`src/rtl/ps2_key_manager.sv`:
```
// PS/2 scan-code set 2 frame decoder with a pressed-key bitmap for eight game keys,
// typematic repeat filtering and a small event FIFO drained by valid/ready.
module ps2_key_manager #(
  parameter int DEPTH     = 4,
  parameter bit REPEAT_EN = 1'b0
) (
  input  logic                     clk,
  input  logic                     rst,
  input  logic                     code_valid,
  input  logic [7:0]               code_byte,
  input  logic                     evt_ready,
  output logic                     evt_valid,
  output logic [9:0]               evt_data,
  output logic [7:0]               key_state,
  output logic [$clog2(DEPTH):0]   fifo_count,
  output logic                     overflow
);
  localparam int AW = $clog2(DEPTH);
  localparam logic [AW:0] FULL_CNT = (AW+1)'(DEPTH);

  localparam logic [2:0] S_IDLE  = 3'd0;
  localparam logic [2:0] S_E0    = 3'd1;
  localparam logic [2:0] S_F0    = 3'd2;
  localparam logic [2:0] S_E0F0  = 3'd3;
  localparam logic [2:0] S_PAUSE = 3'd4;

  // Entry i is the scan code of key_state bit i.
  localparam logic [7:0][7:0] KEY_CODES = {8'h5A, 8'h29, 8'h42, 8'h3B,
                                           8'h23, 8'h1B, 8'h1C, 8'h1D};

  logic [2:0]    state, nxt_state;
  logic [2:0]    skip, nxt_skip;
  logic          done;
  logic [9:0]    ev;
  logic [7:0]    hit;
  logic          is_repeat, push, pop, wr_en, full, empty;
  logic [AW-1:0] wr_ptr, rd_ptr;
  logic [9:0]    mem [DEPTH];

  always_comb begin
    nxt_state = state;
    nxt_skip  = skip;
    done      = 1'b0;
    ev        = 10'd0;
    if (code_valid) begin
      case (state)
        S_IDLE: begin
          case (code_byte)
            8'hE0: nxt_state = S_E0;
            8'hF0: nxt_state = S_F0;
            8'hE1: begin
              nxt_state = S_PAUSE;
              nxt_skip  = 3'd7;
            end
            8'h00, 8'hAA, 8'hEE, 8'hFA, 8'hFE, 8'hFF: begin
            end
            default: begin
              done = 1'b1;
              ev   = {2'b00, code_byte};
            end
          endcase
        end
        S_E0: begin
          if (code_byte == 8'hF0) begin
            nxt_state = S_E0F0;
          end else begin
            done      = 1'b1;
            ev        = {2'b10, code_byte};
            nxt_state = S_IDLE;
          end
        end
        S_F0: begin
          done      = 1'b1;
          ev        = {2'b01, code_byte};
          nxt_state = S_IDLE;
        end
        S_E0F0: begin
          done      = 1'b1;
          ev        = {2'b11, code_byte};
          nxt_state = S_IDLE;
        end
        S_PAUSE: begin
          // Pause frame body is opaque; only its length matters.
          nxt_skip = skip - 3'd1;
          if (skip == 3'd1) begin
            done      = 1'b1;
            ev        = {2'b10, 8'hE1};
            nxt_state = S_IDLE;
          end
        end
        default: nxt_state = S_IDLE;
      endcase
    end
  end

  always_comb begin
    for (int i = 0; i < 8; i++)
      hit[i] = done && !ev[9] && (ev[7:0] == KEY_CODES[i]);
  end

  assign is_repeat = !ev[8] && |(hit & key_state);
  assign push      = done && !(is_repeat && !REPEAT_EN);
  assign full      = (fifo_count == FULL_CNT);
  assign empty     = (fifo_count == '0);
  assign pop       = !empty && evt_ready;
  assign wr_en     = push && (!full || pop);

  always_ff @(posedge clk) begin
    if (rst) begin
      state      <= S_IDLE;
      skip       <= 3'd0;
      key_state  <= 8'd0;
      wr_ptr     <= '0;
      rd_ptr     <= '0;
      fifo_count <= '0;
      overflow   <= 1'b0;
    end else begin
      state <= nxt_state;
      skip  <= nxt_skip;
      if (ev[8]) key_state <= key_state & ~hit;
      else       key_state <= key_state | hit;
      if (wr_en) wr_ptr <= wr_ptr + 1'b1;
      if (pop)   rd_ptr <= rd_ptr + 1'b1;
      if (push && full && !pop) overflow <= 1'b1;
      case ({wr_en, pop})
        2'b10:   fifo_count <= fifo_count + 1'b1;
        2'b01:   fifo_count <= fifo_count - 1'b1;
        default: fifo_count <= fifo_count;
      endcase
    end
  end

  always_ff @(posedge clk) begin
    if (wr_en) mem[wr_ptr] <= ev;
  end

  assign evt_valid = !empty;
  assign evt_data  = empty ? 10'd0 : mem[rd_ptr];

endmodule

```
`config.mk`:
```
export PLATFORM = sky130hd
export DESIGN_NAME = ps2_key_manager
export DESIGN_NICKNAME = d
export VERILOG_FILES = /design/src/rtl/ps2_key_manager.sv
export SDC_FILE = /design/constraint.sdc
export NUM_CORES = 1
export LEC_CHECK = 0
export ABC_AREA = 1
export ABC_CLOCK_PERIOD_IN_PS = 4450
export CORE_MARGIN = 1.5
export CORE_UTILIZATION = 59
export CTS_BUF_LIST = sky130_fd_sc_hd__clkbuf_4
export DETAILED_ROUTE_END_ITERATION = 8
export GPL_TIMING_DRIVEN = 1
export PLACE_DENSITY = 0.86
export SYNTH_ARGS = -nofsm -noshare
export SYNTH_HDL_FRONTEND = slang
export SYNTH_SLANG_ARGS = --single-unit
```
`constraint.sdc`:
```
create_clock -name clk -period 4.45 [get_ports clk]
set_input_delay 1.1125 -clock clk [delete_from_list [all_inputs] [get_ports clk]]
set_output_delay 1.1125 -clock clk [all_outputs]
set_load 0.03 [all_outputs]
```
==> results of run 1 <==
-- worst register-to-register path, stage by stage (launching register included) --
cell and delay (ns):
dfxtp_1 0.41, nor2_4 0.18, nand2_1 0.12, nor2_4 0.19, inv_2 0.06, nand2_1 0.06
nand2_1 0.08, a21oi_4 0.25, inv_1 0.08, nand2_1 0.10, nor2_2 0.06, nand3_1 0.08
nand2_1 0.06, nor2_1 0.09, nand2_1 0.07, nand2_2 0.10, nand2_2 0.08, nand2_4 0.09
inv_1 0.06, fa_1 0.38, inv_1 0.08, nand2_2 0.06, a21oi_1 0.13, nor2_1 0.05
-- Yosys cell counts (all sizes together) --
library cell / instances
a31oi: 4
o211ai: 2
xor2: 1
nor3: 1
a311oi: 3
o21a: 1
ha: 6
clkbuf: 7
nand3: 20
nand2: 76
dfxtp: 24
nor2: 99
edfxtp: 40
clkinv: 1
nor4: 3
o21ai: 31
fa: 1
a21oi: 27
inv: 56
buf: 1
a221oi: 1
a211oi: 6
nand4: 7
-- cell usage in the layout, fill, tap and decap left out, types with 2 or more instances in the layout --
cell type and n:
nand3_4 2, nand2_2 15, inv_1 50, a311oi_1 3, a31oi_1 4, nor2_4 9, inv_2 6, a211oi_1 6
clkdlybuf4s50_1 34, o21ai_0 31, nand2_1 57, dfxtp_1 24, nand2_4 4, clkinv_2 2, nand3_1 17, edfxtp_1 40
ha_1 6, nor4_1 3, nand4_1 6, a21oi_1 24, a21oi_2 2, buf_4 7, bufinv_16 2, nor2_1 86
nor2_2 3, clkbuf_4 9
-- power by group through the flow --
stage          Combinational (mW)  Clock (mW)  Sequential, mW
2_1_floorplan               0.872           0           0.895
3_3_place_gp                 1.16           0           0.900
3_5_place_dp                 1.20           0           0.908
4_1_cts                      1.21       0.459           0.895
5_1_grt                      1.34       0.480           0.912
6_report                     1.22       0.461           0.896
-- cells by family after synthesis --
kind of cell,count (synthesis),share of synthesized area [%]
simple gates,206,29.2
compound gates,75,12.6
buf+inv,65,7.02
flops,64,48.2
fa+ha+maj,7,2.72
xor+xnor,1,0.251
-- through the flow --
| stage | worst slack [ns] | power [mW] |
|---|---|---|
| final | 0.519 | 2.57 |
| after global routing | 0.231 | 2.73 |
| after CTS | 0.568 | 2.56 |
| after floorplan | 1.02 | 1.77 |
| after detailed placement | 0.140 | 2.11 |
| after global placement | 0.251 | 2.06 |
-- final timing paths --
kind                      from             to  slack [ns]
setup reg to reg      state[1]  fifo_count[2]        1.43
setup / recovery  code_byte[2]  fifo_count[2]        0.52
hold reg to reg       overflow       overflow        0.48
hold / removal        overflow       overflow        0.48
-- layout make-up --
| type | count | area [sq um] |
|---|---|---|
| flip-flops and latches | 64 | 1680 |
| multi-input cells | 289 | 1570 |
| fillers | 394 | 1500 |
| repair buffers | 41 | 393 |
| inverters | 57 | 214 |
| clock inverters | 7 | 95.1 |
| well taps | 72 | 90.1 |
| clock buffers | 9 | 67.6 |
-- routing by layer --
layer | track usage (%) | vias up
li1 | - | 1475
met5 | 0 | -
met3 | 4.00 | 17
met4 | 12.6 | 0
met1 | 31.3 | 1363
met2 | 46.3 | 143
==> out/qor.csv, run 1 <==
metric,value,unit
worst-path fanout max,6,
CP startpoint kind,input pin,
Crit path max-delay family,simple AND/OR/NAND/NOR gates,
DR top layer,met4,
num rows,27,
Seq cells post-synth,64,
Least-Margin Pin Slew,0.575,ns
sw frac,44.2,%
Seq pwr share,34.8,%
switching pwr,1.14,mW
leading area contributor after synthesis,edfxtp_1,
clock root cell,clkbuf_4,
fin crit share,88.3,%
worst setup path class,input pin to flip-flop,
Max Freq,0.254,GHz
critical path depth,26,
Inst Count DP,523,
CP Capture Type,flip-flop,
drt drc,0,
area delta synth->final,17.6,%
post-route insts no fill,539,
total grt overflow,0,
"Net Count, Synth",437,
Syn Area/Cell,8.35,sq um
Core Area,0.00561,sq mm
die span in x,79.9,um
internal power,1.44,mW
Final Hold Viols,0,
R2R depth,23,
met2 WL,4000,um
WHS,0.479,ns
post-synthesis sequential area ratio,48.2,%
Final min period,3.93,ns
final instance area,0.00411,sq mm
post-CTS sizing,0,
"Hold-fix buffers, CTS",0,
clk sink count,64,
synthesized cell area,0.00349,sq mm
DRT antenna net count,0,
clock power share,17.9,%
Slew headroom,61.5,%
Power Density,627,mW/mm^2
clock slew seen by the registers of the worst setup and hold paths,0.12,ns
number of buffers created by CTS,9,
DR WL/cell,14.5,um
iteration-0 DRC count of the detailed router,183,
GRT Overall Usage,26.3,%
slowest cell delay on critical path,0.46,ns
placed instance area,0.00394,sq mm
fin util,73.2,%
top post-synthesis cells by area,"edfxtp_1 (34%), dfxtp_1 (14%), nor2_1 (9.2%)",
P_leak,1.66,nW
critical path data arrival time,4.26,ns
Hold Path Class,flip-flop to flip-flop,
WP data required,4.78,ns
vias in the first global route,2805,
dpl hpwl,5400,um
via count,2998,
worst-skew pair later-pin latency,0.43,ns
library cells used by synthesis,35,
IO Count,35,
Mapped Cells,418,
antenna violations before repair,0,
H-Tree Level Count,3,
status,completed,
Post-Route M1 WL,3070,um
Clock Tree Buf Depth,2,
CTS tree,yes,
number of max-cap violations,0,
Min-Delay Path Depth,1,
postcts setup bufs,0,
Initial Utilization,62.3,%
IO Port Bufs,34,
die height,79.9,um
nets@finish,481,
Comb power frac,47.3,%
largest net degree at the start of global routing,21,
Peak supply drop,0.326,mV
WL met3,547,um
antenna cells,0,
global-route wire length before repair,12700,um
Synth top area share,34.4,%
routed vias/inst,5.56,
yosys synthesis warning count,0,
DR pass1 iterations,5,
Fin Setup TNS,0,ns
Slew Limit Fails,0,
fraction of layout cells with a size suffix above 1,14.8,%
final setup violating endpoints,0,
critical path's most frequent cell,nand2_1,
final WL,7800,um
die footprint,0.00639,sq mm
Critical-path top delay cell,clkdlybuf4s50_1,
buffer and inverter count on the worst path,5,
gpl congestion,0.944,
unrepaired setup endpoints after global routing,no,
Worst Skew,0.0205,ns
Power figures use the tool's default switching activity.
==> inputs of run 2 (changes only) <==
- SLEW_MARGIN: not set -> 20
==> results of run 2 <==
No change in the layout: final DEF, timing and power equal those of run 1.
